**src/rtl/aes_round_seq_q.sv**
```systemverilog
// aes_round_seq_q
// Round sequencer and input queue for an iterative AES round datapath.
// Accepted plaintext blocks are held in a FIFO while the core is busy. Each
// block goes through START (initial AddRoundKey load), NR rounds of
// ROUND_CYCLES clocks each, and DONE (result valid).
//
// Parameters:
//   KEY_BITS     128/192/256, gives NR = 10/12/14
//   ROUND_CYCLES clocks per round, 1..8
//   FIFO_DEPTH   queue depth in blocks, power of 2, >= 2
//
// Ports:
//   clk                       rising-edge clock
//   kill_n                    synchronous active-low reset
//   in_data / in_en           plaintext block and one-cycle push strobe
//   dp_start / dp_data        datapath load strobe and the block to load
//   dp_en_mixcol              MixColumns enable for the current round
//   key_ready / round_idx     round-key request strobe and key index
//   out_en                    datapath result valid (one cycle)
//   busy                      high from dp_start through out_en
//   fifo_level                number of queued blocks
//   in_en_collision_irq_pulse one-cycle pulse when a push was dropped
//
// Optional feature, macro AES_ROUND_SEQ_DECRYPT_EN:
//   adds input decrypt (queued with each block) and output dp_decrypt;
//   decrypt blocks walk round_idx downwards from NR to 0.
module aes_round_seq_q #(
  parameter int KEY_BITS     = 128,
  parameter int ROUND_CYCLES = 3,
  parameter int FIFO_DEPTH   = 4
) (
  input  logic                          clk,
  input  logic                          kill_n,
  input  logic [127:0]                  in_data,
  input  logic                          in_en,
`ifdef AES_ROUND_SEQ_DECRYPT_EN
  input  logic                          decrypt,
  output logic                          dp_decrypt,
`endif
  output logic                          dp_start,
  output logic [127:0]                  dp_data,
  output logic                          dp_en_mixcol,
  output logic                          key_ready,
  output logic [3:0]                    round_idx,
  output logic                          out_en,
  output logic                          busy,
  output logic [$clog2(FIFO_DEPTH):0]   fifo_level,
  output logic                          in_en_collision_irq_pulse
);

  localparam int NR = (KEY_BITS == 256) ? 14 : (KEY_BITS == 192) ? 12 : 10;
  localparam logic [3:0] NR_L = 4'(NR);
  localparam int AW = $clog2(FIFO_DEPTH);
  localparam int LW = AW + 1;
  localparam int CW = 3;
  localparam logic [CW-1:0] C_LAST = CW'(ROUND_CYCLES - 1);
`ifdef AES_ROUND_SEQ_DECRYPT_EN
  localparam int EW = 129;
`else
  localparam int EW = 128;
`endif

  localparam logic [1:0] IDLE  = 2'd0;
  localparam logic [1:0] START = 2'd1;
  localparam logic [1:0] ROUND = 2'd2;
  localparam logic [1:0] DONE  = 2'd3;

  logic [EW-1:0]  mem [FIFO_DEPTH];
  logic [AW-1:0]  wr_ptr_reg, rd_ptr_reg;
  logic [LW-1:0]  level_reg;
  logic [1:0]     state_reg, state_next;
  logic [3:0]     r_reg, r_next;
  logic [CW-1:0]  c_reg, c_next;
  logic [EW-1:0]  in_entry, head_entry;
  logic           push, pop, dec_sel;
  logic [3:0]     round_idx_next;

`ifdef AES_ROUND_SEQ_DECRYPT_EN
  assign in_entry = {decrypt, in_data};
`else
  assign in_entry = in_data;
`endif

  // The head is popped at the end of the START cycle; a full FIFO can take a
  // push in that same cycle because the slot frees up on the same edge.
  assign pop  = (state_reg == START);
  assign push = in_en && ((level_reg != LW'(FIFO_DEPTH)) || pop);

  // When the queue is empty, the block being pushed this cycle is the head
  // that START will load, so bypass the memory.
  assign head_entry = (level_reg == '0) ? in_entry : mem[rd_ptr_reg];

  always_ff @(posedge clk) begin
    if (push) mem[wr_ptr_reg] <= in_entry;
  end

  always_comb begin
    state_next = state_reg;
    r_next     = r_reg;
    c_next     = c_reg;
    case (state_reg)
      IDLE: begin
        if ((level_reg != '0) || push) state_next = START;
      end
      START: begin
        state_next = ROUND;
        r_next     = 4'd1;
        c_next     = '0;
      end
      ROUND: begin
        if (c_reg == C_LAST) begin
          if (r_reg < NR_L) begin
            r_next = r_reg + 4'd1;
            c_next = '0;
          end else begin
            state_next = DONE;
          end
        end else begin
          c_next = c_reg + CW'(1);
        end
      end
      DONE:    state_next = IDLE;
      default: state_next = IDLE;
    endcase
  end

  // Direction of the block occupying the next cycle: taken from the head on
  // entry to START, then held in the registered output.
`ifdef AES_ROUND_SEQ_DECRYPT_EN
  assign dec_sel = (state_next == START) ? head_entry[128] : dp_decrypt;
`else
  assign dec_sel = 1'b0;
`endif

  always_comb begin
    round_idx_next = 4'd0;
    case (state_next)
      START:   round_idx_next = dec_sel ? NR_L : 4'd0;
      ROUND:   round_idx_next = dec_sel ? (NR_L - r_next) : r_next;
      DONE:    round_idx_next = dec_sel ? 4'd0 : NR_L;
      default: round_idx_next = 4'd0;
    endcase
  end

  // All outputs are registered from next-state values so they line up with
  // the state they describe.
  always_ff @(posedge clk) begin
    if (!kill_n) begin
      state_reg                 <= IDLE;
      r_reg                     <= '0;
      c_reg                     <= '0;
      wr_ptr_reg                <= '0;
      rd_ptr_reg                <= '0;
      level_reg                 <= '0;
      dp_start                  <= 1'b0;
      dp_data                   <= '0;
      dp_en_mixcol              <= 1'b0;
      key_ready                 <= 1'b0;
      round_idx                 <= '0;
      out_en                    <= 1'b0;
      busy                      <= 1'b0;
      in_en_collision_irq_pulse <= 1'b0;
`ifdef AES_ROUND_SEQ_DECRYPT_EN
      dp_decrypt                <= 1'b0;
`endif
    end else begin
      state_reg  <= state_next;
      r_reg      <= r_next;
      c_reg      <= c_next;
      if (push) wr_ptr_reg <= wr_ptr_reg + AW'(1);
      if (pop)  rd_ptr_reg <= rd_ptr_reg + AW'(1);
      level_reg  <= level_reg + LW'(push) - LW'(pop);
      in_en_collision_irq_pulse <= in_en && !push;
      dp_start     <= (state_next == START);
      if (state_next == START) dp_data <= head_entry[127:0];
      key_ready    <= (state_next == START) ||
                      ((state_next == ROUND) && (c_next == '0));
      dp_en_mixcol <= (state_next == ROUND) && (r_next != NR_L);
      round_idx    <= round_idx_next;
      out_en       <= (state_next == DONE);
      busy         <= (state_next != IDLE);
`ifdef AES_ROUND_SEQ_DECRYPT_EN
      dp_decrypt   <= (state_next != IDLE) && dec_sel;
`endif
    end
  end

  assign fifo_level = level_reg;

endmodule

```
**config.mk**
```make
export PLATFORM = sky130hd
export DESIGN_NAME = aes_round_seq_q
export DESIGN_NICKNAME = d
export VERILOG_FILES = /design/src/rtl/aes_round_seq_q.sv
export SDC_FILE = /design/constraint.sdc
export NUM_CORES = 1
export LEC_CHECK = 0
export ABC_AREA = 1
export CAP_MARGIN = 15
export CORE_UTILIZATION = 40
export CTS_CLUSTER_DIAMETER = 60
export DETAILED_ROUTE_END_ITERATION = 12
export PLACE_DENSITY = 0.68
export SLEW_MARGIN = 20
export SYNTH_ARGS = -nofsm -noshare
export SYNTH_HDL_FRONTEND = slang
export SYNTH_SLANG_ARGS = --single-unit
```
**constraint.sdc**
```tcl
create_clock -name clk -period 8.5 [get_ports clk]
set_input_delay 0.85 -clock clk [delete_from_list [all_inputs] [get_ports clk]]
set_output_delay 0.85 -clock clk [all_outputs]
set_load 0.1 [all_outputs]
```
==> impl_metrics.ini, run 1 <==
[layout]
drive_gt1_frac = 0.05168
final_area_um2 = 33100
fill_cells = 6017
layout_common_cells = 1064 x nand2_1, 512 x edfxtp_1, 389 x nand3_1, 274 x nor2_1, 270 x clkdlybuf4s50_1
final_util = 0.4919
largest_reg_flops = 512
regMostFlops = mem
area_delta_synth_final_pct = 21.56
layout_commonest_cell = nand2_1
fin_nets = 3121
reg_top3 = mem: 512 flops, dp_data: 128 flops

[global_routing]
grt_pass1_wl_um = 104100
overflow = 0
track_usage = 0.1924
antenna_found_initial = 7
grt_pass1_vias = 18500
grt_max_degree = 103

[pwr]
finalPower_mw = 12.91
p_per_area_nw_per_um2 = 390.1
pwr-share-comb = 0.408
clkPwrFrac = 0.259
internal_power_mw = 7.378
vdd.ir_drop.worst_v = 0.0002570
switchingPower_mw = 5.534
power_frac_seq = 0.334
swShare = 0.4286
p_leak_nw = 13.30

[worst_setup_path]
crit_type = reg2reg
cp_common_cell = nor2_1
slowest_stage = buf_4
r2r_cells = 11
worstPathArrival_ns = 3.81
cp_cell_sequence = nor2_2 -> nand2_4 -> buf_4 -> nor2_1 -> nand2_1 -> nand2_2 -> nand2_4 -> nand2_8 -> buf_4 -> nor2_1 -> nor2_1
cp-start-kind = register
cp_data_required_time_ns = 9.04
rrSetupSlack_ns = 5.23
crit_fanout = 89
end_kind = register
reg2reg_from = fifo_level[1]
r2r-end = dp_data[111]
slowest_delay_ns = 0.77

[timing]
fin_tns_setup_ns = 0
clock_skew_ns = 0.02763
timing.fmax_mhz = 305.7
tightest_slew_ns = 1.133
setup_viol = 0
fin_ws_ns = 5.228
finalCriticalPeriod_ns = 3.272
rsz0062_at_grt = no
drv_slew = 0
slew_headroom = 0.2420
fin_crit_sh = 0.3849
hold_viol_final = 0

[die]
start_util = 0.4047
fp.dieH_um = 262.9
rows = 95
ios = 272
fp.coreArea_um2 = 67280
die_w_um = 262.9
die-area_um2 = 69110

[clocking]
cts-root-buf = clkbuf_16
post_cts_buffers = 0
cts-resized-gates = 0
htree_levels = 3
cts_made_buffers = 73
clk_pin_slew_ns = 0.06
cts_tree = yes
clock_latency_ns = 0.61
cts_sinks = 668
cts_buffer_depth = 3
hold_buffers = 0

[synth]
synth_enable_flop_cells = 512
ys_ff_latch = 668
synthArstFlopShare = 0
synth_cell_type_count = 24
synth-seq-area-share = 0.6794
ys_warn_count = 0
synthTopCellsByArea = edfxtp_1 56%, nand2_1 15%, dfxtp_1 11%
synthesis.nets = 2909
synth_area_um2 = 27230
yosys.area.top_type_share = 0.5647
avgSynthCellArea_um2 = 9.847
syn-instance-count = 2765
ys.flop_type = edfxtp_1
yosysTopAreaCell = edfxtp_1

[drt]
vias = 18973
routed_wirelength_um = 66310
wire_per_inst_um = 16.93
drt-vias-per-instance = 4.845
drt_iter0_markers = 1498
drc = 0
postRouteAntennaNets = 0
first_pass_iters = 5

[hold_path]
whs_path_depth = 1
hp-class = reg2reg
worst_hold_startpoint = rd_ptr_reg[1]

[job]
drv_cap = 0

[place]
dp_hpwl_um = 36000
portBuffers = 271
place.gp.congestion = 0.7666
dpl_worst_slack_ns = 4.656
placed_area_um2 = 30510

[run_status]
status = finished, final reports clean
-- Yosys cell counts (10+ instances only) --
cell / n
buf_1: 25
buf_2: 15
buf_4: 11
buf_6: 14
clkbuf_1: 92
dfxtp_1: 156
edfxtp_1: 512
ha_1: 12
inv_1: 162
nand2_1: 1065
nand3_1: 389
nor2_1: 278
o21ai_0: 10
-- per-layer routing --
layer | track usage | part of all wire | vias up | wire length [um]
met5 | 0 | 0.00039 | - | 26
met4 | 0.07302 | 0.025 | 4 | 1675
met3 | 0.03064 | 0.054 | 104 | 3603
met2 | 0.3224 | 0.48 | 528 | 31870
met1 | 0.2512 | 0.44 | 8881 | 29130
li1 | - | - | 9456 | -
-- worst max-delay path by stage --
stage                       start           end  slack, ns
floorplan           fifo_level[1]     mem[0][0]       1.20
global placement            in_en   mem[2][108]       4.66
detailed placement          in_en   mem[1][127]       4.66
CTS                 fifo_level[1]   dp_data[39]       5.22
global route        fifo_level[1]  dp_data[111]       4.85
finish              fifo_level[1]  dp_data[111]       5.23
-- final cells by class --
cell class	count	area (um2)	share of cell area
Antenna cell	5	12.51	0.0003781
Clock buffer	103	2105	0.06359
Tap cell	873	1092	0.03300
Multi-Input combinational cell	1777	7408	0.2238
Clock inverter	33	467.9	0.01414
Inverter	163	621.8	0.01879
Timing Repair Buffer	294	2883	0.08710
Sequential cell	668	18510	0.5591
-- cell families after synthesis --
group / after synthesis / synth area share
adders and majority gates: 13 / 0.006250
DFF: 668 / 0.6794
and+or+nand+nor: 1744 / 0.2602
xor gates and xnor gates: 2 / 0.0006435
buffers and inverters: 320 / 0.05018
AOI/OAI and AO/OA: 18 / 0.003309
-- power groups by stage --
stage          Sequential [mW]  Combinational (mW)  Clock, mW
2_1_floorplan             5.88                2.61          0
3_3_place_gp              4.37                5.22          0
3_5_place_dp              4.38                5.28          0
4_1_cts                   4.31                5.30       3.40
5_1_grt                   4.36                5.78       3.53
6_report                  4.31                5.26       3.34
-- worst max-delay path, delay by kind of cell, from the launching register on --
family	cells	cell delay, ns
buffers and inverters	2	1.13
flip-flops	1	0.36
AND/OR/NAND/NOR	9	1.51
-- through the flow --
step / cells / hold slack (ns)
6_report: 3916 / 0.4356
5_1_grt: 3916 / 0.4684
4_1_cts: 3911 / 0.4395
3_5_place_dp: 3775 / 0.4311
3_3_place_gp: 3775 / 0.4180
2_1_floorplan: 2765 / 0.4123
(Power assumes the default switching activity.)
==> inputs of run 2 (changes only) <==
- PLACE_DENSITY: 0.68 -> 0.71
- clock period: 8.5 -> 2.9 ns (I/O delays scaled with it)
==> run 2 against run 1 <==
Sequential power grew to 2.9 times the previous value. Setup slack got worse by 4.6 ns. Critical path type unchanged. Final area down 0.63%. First-iteration DRC count is 27% lower. Highest routed layer is now met4. Clock power rose to 2.6 times the previous value. Critical endpoint is now dp_data[74]. Maximum frequency increased by 42%. Register-to-register slack got worse by 4.6 ns. Sequential cell count is the same.
==> impl_metrics.ini, run 2 (synthesis results as in run 1) <==
[run_status]
status = finished, final reports clean

[drt]
first_pass_iters = 6
wire_per_inst_um = 16.42
postRouteAntennaNets = 0
drt-vias-per-instance = 4.846
routed_wirelength_um = 64580
drt_iter0_markers = 1090
vias = 19059
drc = 0

[timing]
fin_tns_setup_ns = 0
rsz0062_at_grt = no
drv_slew = 0
hold_viol_final = 0
slew_headroom = 0.2680
fin_crit_sh = 0.7961
timing.fmax_mhz = 433.1
setup_viol = 0
tightest_slew_ns = 1.098
clock_skew_ns = 0.02402
holdWs_ns = 0.1802
finalCriticalPeriod_ns = 2.309

[place]
placed_area_um2 = 30590
dp_hpwl_um = 35750
place_inst = 3794
portBuffers = 271
place.gp.congestion = 0.7612

[die]
die_w_um = 262.9
fp.coreArea_um2 = 67280
start_util = 0.4047
ios = 272
fp.dieH_um = 262.9
die-area_um2 = 69110
rows = 95

[layout]
layout_commonest_cell = nand2_1
largest_reg_flops = 512
layout_common_cells = 1064 x nand2_1, 512 x edfxtp_1, 389 x nand3_1, 274 x nor2_1, 162 x buf_4
fill_cells = 5995
regMostFlops = mem
layout.cells.non_filler = 3933
drive_gt1_frac = 0.1018
reg_top3 = mem: 512 flops, dp_data: 128 flops
area_delta_synth_final_pct = 20.79
fin_nets = 3140
final_area_um2 = 32890

[hold_path]
hp-class = in2reg
worst_hold_startpoint = kill_n
hold_end = fifo_level[0]
whs_path_depth = 3

[job]
drv_cap = 0

[global_routing]
track_usage = 0.1850
overflow = 0
grt_max_degree = 131
grt_pass1_wl_um = 100400
grt_pass1_vias = 18420
antenna_found_initial = 7

[clocking]
cts-root-buf = clkbuf_16
cts_made_buffers = 73
cts_buffer_depth = 3
htree_levels = 3
cts_sinks = 668
cts_tree = yes
post_cts_buffers = 0
cts-resized-gates = 0
clk_pin_slew_ns = 0.05
clock_latency_ns = 0.60
hold_buffers = 0

[pwr]
p_per_area_nw_per_um2 = 1126
finalPower_mw = 37.03
p_leak_nw = 13.57
vdd.ir_drop.worst_v = 0.0008559

[worst_setup_path]
reg2reg_from = state_reg[1]
r2r-end = dp_data[74]
r2r_cells = 13
crit_fanout = 64
cp_cell_sequence = inv_1 -> ha_2 -> inv_1 -> nand3_2 -> nand2_4 -> nand2_1 -> nand2_2 -> nand2_4 -> nand2_8 -> buf_4 -> nand2_1 -> nand2_1 -> nor2_1
crit_type = reg2reg
cp-start-kind = register
rrSetupSlack_ns = 0.59
path_buf_inv = 3
slowest_stage = nand2_8
slowest_delay_ns = 0.40
worstPathArrival_ns = 2.78
cp_common_cell = nand2_1
cp_data_required_time_ns = 3.37
end_kind = register
crit_family = simple AND/OR/NAND/NOR gates
[run 2: changes by cell type in the layout (fill, tap and decap cells not counted), moves of 3 or more]
cell / delta
inv_6: +4
bufinv_16: -7
dfxtp_1: -3
clkbuf_1: +4
buf_12: +22
clkbuf_8: -3
buf_4: +138
clkdlybuf4s50_1: -141
clkinv_1: +3
[run 2: worst max-delay path by stage]
stage	end	cells past startpoint	slack (ns)	startpoint
after floorplan	mem[0][0]	4	-0.27	fifo_level[0]
after global placement	fifo_level[2]	9	0.52	in_en
after detailed placement	dp_data[81]	10	0.53	in_en
after CTS	dp_data[74]	13	0.55	state_reg[1]
after global routing	dp_data[82]	13	0.32	state_reg[1]
final	dp_data[74]	13	0.59	state_reg[1]
[run 2: area by class of cell]
class | count | area [um2] | share of cell area
tap | 873 | 1092 | 0.03321
clock inverter | 31 | 251.5 | 0.007647
inverter | 163 | 621.8 | 0.01891
clock buffer | 102 | 2028 | 0.06167
timing repair buffer | 313 | 2948 | 0.08964
multi-input combinational | 1777 | 7416 | 0.2255
sequential | 668 | 18510 | 0.5630
antenna | 6 | 15.01 | 0.0004566
[run 2: worst register-to-register path: cells and delay by family (launching register included)]
kind | cells | cell delay (ns)
adder cells (fa/ha/maj) | 1 | 0.19
flip-flops | 1 | 0.33
buffers and inverters | 3 | 0.50
AND/OR/NAND/NOR | 9 | 1.15
[run 2: layer usage]
metal  track usage  vias to the layer above  wire length (um)
li1              -                     9485                 -
met1        0.2280                     9097             27560
met2        0.3273                      387             33100
met3       0.02755                       90              2575
met4       0.06970                        0              1351
met5             0                        -                 0
[run 2: report_power, final]
| group | switching [mW] | internal, mW | leakage, nW |
|---|---|---|---|
| Clock | 3.69 | 5.10 | 1.12 |
| Combinational | 11.8 | 3.91 | 6.47 |
| Sequential | 0.594 | 11.9 | 5.98 |
| Total | 16.1 | 20.9 | 13.6 |
[run 2: through the flow]
step | worst slack (ns) | util
2_1_floorplan | -0.2710 | -
3_3_place_gp | 0.5174 | 0.4547
3_5_place_dp | 0.5255 | 0.4547
4_1_cts | 0.5467 | 0.4886
5_1_grt | 0.3186 | 0.4888
6_report | 0.5912 | 0.4888
